[config.mk]
export PLATFORM = sky130hd
export DESIGN_NAME = pwm_fader_array
export DESIGN_NICKNAME = d
export VERILOG_FILES = /design/src/rtl/pwm_fader_array.sv
export SDC_FILE = /design/constraint.sdc
export NUM_CORES = 1
export LEC_CHECK = 0
export ABC_AREA = 1
export CORE_MARGIN = 3
export CORE_UTILIZATION = 35
export DETAILED_ROUTE_END_ITERATION = 12
export HOLD_SLACK_MARGIN = 0.1
export PLACE_DENSITY_LB_ADDON = 0.15
export SLEW_MARGIN = 20
export SYNTH_ARGS = -nofsm -noshare
export SYNTH_HDL_FRONTEND = slang
export SYNTH_SLANG_ARGS = --single-unit
[constraint.sdc]
create_clock -name clk -period 3.5 [get_ports clk]
set_input_delay 0.7 -clock clk [delete_from_list [all_inputs] [get_ports clk]]
set_output_delay 0.7 -clock clk [all_outputs]
set_load 0.01 [all_outputs]
[src/rtl/pwm_fader_array.sv]
// pwm_fader_array: multi-channel PWM LED driver with static duty and sync/staggered breathing modes.
// Mode, duty and levels only change at frame boundaries so a frame is never torn.
module pwm_fader_array #(
    parameter int CLK_FREQ     = 25_000_000,
    parameter int PWM_FREQ     = 1_250,
    parameter int CHANNELS     = 8,
    parameter int RES          = 8,
    parameter int STEP_PERIODS = 4
) (
    input  logic                clk,
    input  logic                rst,
    input  logic                en,
    input  logic [1:0]          mode,
    input  logic [RES-1:0]      duty,
    output logic [CHANNELS-1:0] leds,
    output logic                period_tick
);
    localparam int PRESC_RAW = CLK_FREQ / (PWM_FREQ * (2 ** RES));
    localparam int PRESC     = PRESC_RAW < 1 ? 1 : PRESC_RAW;
    localparam int PW        = PRESC > 1 ? $clog2(PRESC) : 1;
    localparam int SW        = STEP_PERIODS > 1 ? $clog2(STEP_PERIODS) : 1;
    localparam int PHW       = RES + 1;
    localparam int OFS       = (2 ** PHW) / CHANNELS;

    logic [PW-1:0]                presc_cnt;
    logic [RES-1:0]               pwm_cnt;
    logic [RES-1:0]               pwm_nxt;
    logic [SW-1:0]                step_cnt;
    logic [RES:0]                 phase;
    logic [CHANNELS-1:0][RES-1:0] level;
    logic [CHANNELS-1:0][RES-1:0] lvl_src;
    logic [CHANNELS-1:0][RES-1:0] lvl_nxt;
    logic                         tick;
    logic                         fb;
    logic                         adv;
    logic                         step;

    assign tick    = presc_cnt == PW'(PRESC - 1);
    assign fb      = tick && pwm_cnt == '1;
    assign pwm_nxt = tick ? pwm_cnt + 1'b1 : pwm_cnt;
    assign adv     = fb && mode[1] && en;
    assign step    = adv && step_cnt == SW'(STEP_PERIODS - 1);

    // Each channel folds its (optionally staggered) phase into a triangle level.
    for (genvar c = 0; c < CHANNELS; c++) begin : g_ch
        localparam logic [RES:0] OFF = PHW'(c * OFS);
        logic [RES:0] p;
        assign p          = phase + (mode[0] ? OFF : '0);
        assign lvl_src[c] = mode == 2'b00 ? '0 : mode == 2'b01 ? duty : p[RES] ? ~p[RES-1:0] : p[RES-1:0];
        assign lvl_nxt[c] = fb ? lvl_src[c] : level[c];
    end

    // leds compare against next-cycle counter/levels so they line up with pwm_cnt.
    always_ff @(posedge clk) begin
        if (rst) begin
            presc_cnt   <= '0;
            pwm_cnt     <= '0;
            step_cnt    <= '0;
            phase       <= '0;
            level       <= '0;
            leds        <= '0;
            period_tick <= 1'b0;
        end else begin
            presc_cnt   <= tick ? '0 : presc_cnt + 1'b1;
            pwm_cnt     <= pwm_nxt;
            period_tick <= fb;
            if (fb) level <= lvl_src;
            if (adv) step_cnt <= step ? '0 : step_cnt + 1'b1;
            if (step) phase <= phase + 1'b1;
            for (int i = 0; i < CHANNELS; i++) leds[i] <= en && pwm_nxt < lvl_nxt[i];
        end
    end
endmodule

# Word-level counts from Yosys, hierarchy flattened
# Index checks and enable logic that the tools add are counted.
# word_totals
wordCells	100
out_inout_bits	9
reg_bits	99
input_bits	13
# op_classes
mux	41
magnitude_cmp	8
reduce_logical	14
addsub	11
n_eq_ne	4
bitwise	8
# ops
operator	n
8-bit 2-to-1 mux	35
8-bit < comparator	8
8-bit NOT	8
9-bit adder	4
9-bit 2-to-1 mux	4
9-bit by 8-bit adder with 9-bit output	2
1-bit logical AND	12
9-bit by 1-bit adder with 9-bit output (second input constant)	1
9-bit by 7-bit adder with 9-bit output	1
8-bit by 1-bit adder with 8-bit output (second input constant)	1
8-bit equality test (second input constant)	1
7-bit by 1-bit adder with 7-bit output (second input constant)	1
7-bit equality test (second input constant)	1
7-bit 2-to-1 mux	1
2-bit by 1-bit adder with 2-bit output (second input constant)	1
2-bit by 1-bit equality test with 1-bit output (second input constant)	1
2-bit equality test (second input constant)	1
2-bit zero test	1
2-bit 2-to-1 mux	1
2-bit OR reduction	1

# Depth between registers and ports, before layout
# logic_depth
ltp_word	9
mapped_depth	17
depth_no_buf	17

# Worst setup path after synthesis
# OpenSTA, ideal clock, no wires.
# synth_path
path_kind	input to register
start	in mode[0]
end	reg leds[7]
setup_time_ps	70
stages	15
n_path_buf	0
t_required_ps	3430
arrival_ps	2871
path_slack_ps	559
cell_sequence	ha_1 -> inv_1 -> fa_1 -> inv_1 -> nand2_1 -> nand2_4 -> xor2_1 -> inv_1 -> or2_2 -> nand3_1 -> a22oi_1 -> ha_1 -> a211oi_1 -> nand3_1 -> a21oi_1
# synth_via
elab_chain_len	9
word_cells_on_any_way	11
cone_classes	add/sub: 1; order compare: 1; eq/ne: 1; mux: 5; bitwise: 1; reduce/logical: 2
# synth_rtl
item	line_no	source
from (decl)	13	input logic [1:0] mode,
9-bit 2-to-1 mux	48	assign p = phase + (mode[0] ? OFF : '0);
9-bit adder	48	
8-bit NOT	49	assign lvl_src[c] = mode == 2'b00 ? '0 : mode == 2'b01 ? duty : p[RES] ? ~p[RES-1:0] : p[RES-1:0];
8-bit 2-to-1 mux (2 in a row)	49	
8-bit 2-to-1 mux (*)	49	
8-bit 2-to-1 mux (*)	50	assign lvl_nxt[c] = fb ? lvl_src[c] : level[c];
8-bit < comparator (*)	70	for (int i = 0; i < CHANNELS; i++) leds[i] <= en && pwm_nxt < lvl_nxt[i];
1-bit logical AND (*)	70	
to (signal assigned)	61	leds <= '0;
to (decl)	15	output logic [CHANNELS-1:0] leds,
# Mark *: on every way between the ends. The rest lies on a longest branch, timed or not.
# A chain may end at the register's enable or synchronous reset.

# Final worst setup path
# Ends and elaborated chain as after synthesis.

==> impl_results.md <==
- Status: completed
- Die H: about 140 µm
- Max clock buf depth: 2
- Max cap viols: 0
- IO Count: 22
- Setup ws final: about 240 ps
- Global-route wire length before repair: about 29,000 µm
- Hold Crit Depth: 2
- DRT Wirelength: about 18,000 µm
- Average via count per standard cell: between 4 and 5
- Share of layout cells above drive strength 1: approximately 9.9%
- Die Wd: between 100 and 150 µm
- Min cycle time layout: 3258 ps
- Worst EP required: 3780 ps
- Peak VDD IR: ~0.24 mV
- CP max FO: 3
- CTS tree: yes
- Hold/Removal Path Class: flip-flop to flip-flop
- Gr ovfl total: 0
- Layout net count: between 900 and 1,000
- Unrepaired setup endpoints after global routing: false
- Synthesized instance count: around 860
- First-pass iteration count of the detailed router: 5
- Starting Density: a little over a third
- Max Clock Skew: around 11 ps
- Synth unique cells: 39
- Drt drc: 0
- Die area: roughly 19,000 µm²
- Asr flop ratio synth: 0%
- # diodes: 0
- Final hold violation count: 0
- Pwr dens: roughly 320 nW/µm²
- Routed vias: roughly 5,600
- Post-synth EDFFs: 0
- Synth Register Bits: 99
- Tightest Pin Transition: 959.8 ps
- Max Clk Rate: ~310 MHz
- Worst slew margin: 36.01%
- Multiplexer share of the synthesized area: 0%
- Dpl hpwl: approximately 13,000 µm
- Adder-Cell Fraction of Synth Area: 13.38%
- Crit share post-route: just over 90%
- Commonest non-fill, non-tap cell in the layout: nand2_1
- Cell Count Post-Placement: roughly 1,100
- CTS H-tree lvls: 3
- Setup crit end kind: flip-flop
- # rows: 47
- Initial antenna violation count: 0
- I/O Buffers: 21
- Fin cells: around 1,100
- Root Buffer Master: clkbuf_16
- Syn Nets: 940
- Layout Utilization: 42.56%
- Placer Congestion: 0.8148
- Area Growth Syn to Fin: 17.09%
- Postcts setup bufs: 0
- Slew Limit Fails: 0
- Number of fill cells: ~1,800
- Clock sinks: 99
- Crit start category: primary input
- CTS Buf Count: 9
- Synthesis warning total: 0
- Worst r2r path cells: 15
- Leakage: 0.003309 µW
- Largest family of logic cells by synthesized area: simple AND/OR/NAND/NOR gates
- Post-synthesis compound-gate area fraction: between 10% and 20%
- Worst slack, placed: -102.0 ps
- Synth Area in Simple Gates: 29.49%
- ANT nets after route: 0
- # hold bufs at CTS: 0
- Largest net degree at the start of global routing: just under 80
- Average wire per standard cell: ~16 µm
- Mean Syn Cell Area: roughly 7.1 µm²
- Post-Synth XOR/XNOR Area: under 10%
- Vias in the first global route: ~5,300
- Iter 0 DRT Violations: 401
- Clock slew at reported path FFs: roughly 70 ps
- Most frequent cells in the layout: 234 x nand2_1, 106 x nor2_1, 99 x dfxtp_1
- Core Area: ~17,000 µm²
- Arrival @ worst endpoint: between 3000 and 4000 ps
- Final setup violation count: 0
- Total GRT Usage: a little under a fifth
- Clock latency at the later pin of the worst-skew pair: ~360 ps
- Seq/Total Area, Yosys: about 32%
- Most common flop cell mapped by yosys: dfxtp_1
- CTS resizes: 0
- Mapped Area: 6135 µm²
- Crit path kind: primary input to flip-flop
-- final cells by class --
cell class	count	area (µm²)	share of cell area, %
Sequential cell	99	1982	27.59
Clock inverter	3	40.04	0.5574
Timing Repair Buffer	73	620.6	8.640
Clock buffer	11	242.7	3.379
Inverter	81	304.0	4.233
Tap cell	220	275.3	3.832
Multi-Input combinational cell	653	3719	51.77
-- synthesized netlist by cell type, types with 2 or more instances --
cell,instances,area [µm²]
buf_1,4,15.01
xor2_1,24,210.2
xnor2_1,3,26.28
ha_1,64,800.8
a22oi_1,49,367.9
nand2_1,234,878.3
clkbuf_1,12,45.04
inv_2,2,7.510
buf_2,11,55.05
a21oi_2,3,26.28
nor2_2,2,12.51
nor3_1,5,25.02
a211oi_1,9,67.56
buf_4,2,15.01
nand3_1,51,255.2
clkinv_1,2,7.510
nor2_1,106,397.9
nand4_1,4,25.02
or2_2,6,37.54
a21oi_1,49,245.2
nand2_4,2,22.52
nor2_4,3,33.78
a32oi_1,2,17.52
nand3_2,2,20.02
nor3_2,2,20.02
inv_1,77,289.0
dfxtp_1,99,1982
o21ai_0,22,110.1
-- where the power goes --
group	switching (µW)	leakage [µW]	internal, µW
registers	3.08	0.000798	1130
clock network	440	0.000141	564
logic	94.6	0.00237	54.4
total	538	0.00331	1750
-- sequential cells by signal, summed over array words and instances, names as in the netlist --
| register | cells |
|---|---|
| leds | 8 |
| level | 64 |
| period_tick | 1 |
| phase | 9 |
| presc_cnt | 7 |
| pwm_cnt | 8 |
| step_cnt | 2 |
-- metal layers --
layer / track usage, % / vias up / routed length [µm]
met5: 0 / - / 0
met2: 30.14 / 93 / 8122
met3: 3.591 / 17 / 774
met4: 4.420 / 0 / 282
li1: - / 2943 / -
met1: 27.04 / 2586 / 8959
-- per-stage QoR --
step / hold slack [ps] / total power, µW / setup TNS [ps] / cell area, µm²
6_report: 466.3 / 2285 / 0 / 7183
5_1_grt: 491.6 / 2370 / 0 / 7183
4_1_cts: 470.1 / 2319 / 0 / 7183
3_5_place_dp: 459.1 / 1307 / -150.7 / 6900
3_3_place_gp: 451.1 / 1307 / -46.91 / 6900
2_1_floorplan: 433.4 / 1243 / 0 / 6135
-- worst max-delay path: stages --
cell	delay, ps
clkdlybuf4s50_1	520
ha_1	200
inv_1	60
fa_1	400
inv_1	90
nand2_1	90
nand2_4	70
xor2_1	180
inv_1	80
or2_2	270
nand3_1	70
a22oi_1	80
ha_1	310
a211oi_1	210
nand3_1	110
a21oi_1	120
-- final timing paths --
check                                  from          end  slack, ps
worst max register to register     phase[6]      leds[7]        630
worst max-delay path                mode[0]      leds[7]        240
worst min register to register  step_cnt[1]  step_cnt[1]        470
worst min-delay path            step_cnt[1]  step_cnt[1]        470
-- kinds of logic after synthesis --
family	after synthesis
AOI/OAI and AO/OA	136
xor gates and xnor gates	27
adders and majority gates	65
buffers and inverters	110
DFF	99
and+or+nand+nor	425
Note: power is estimated with default switching activity, not from simulation.
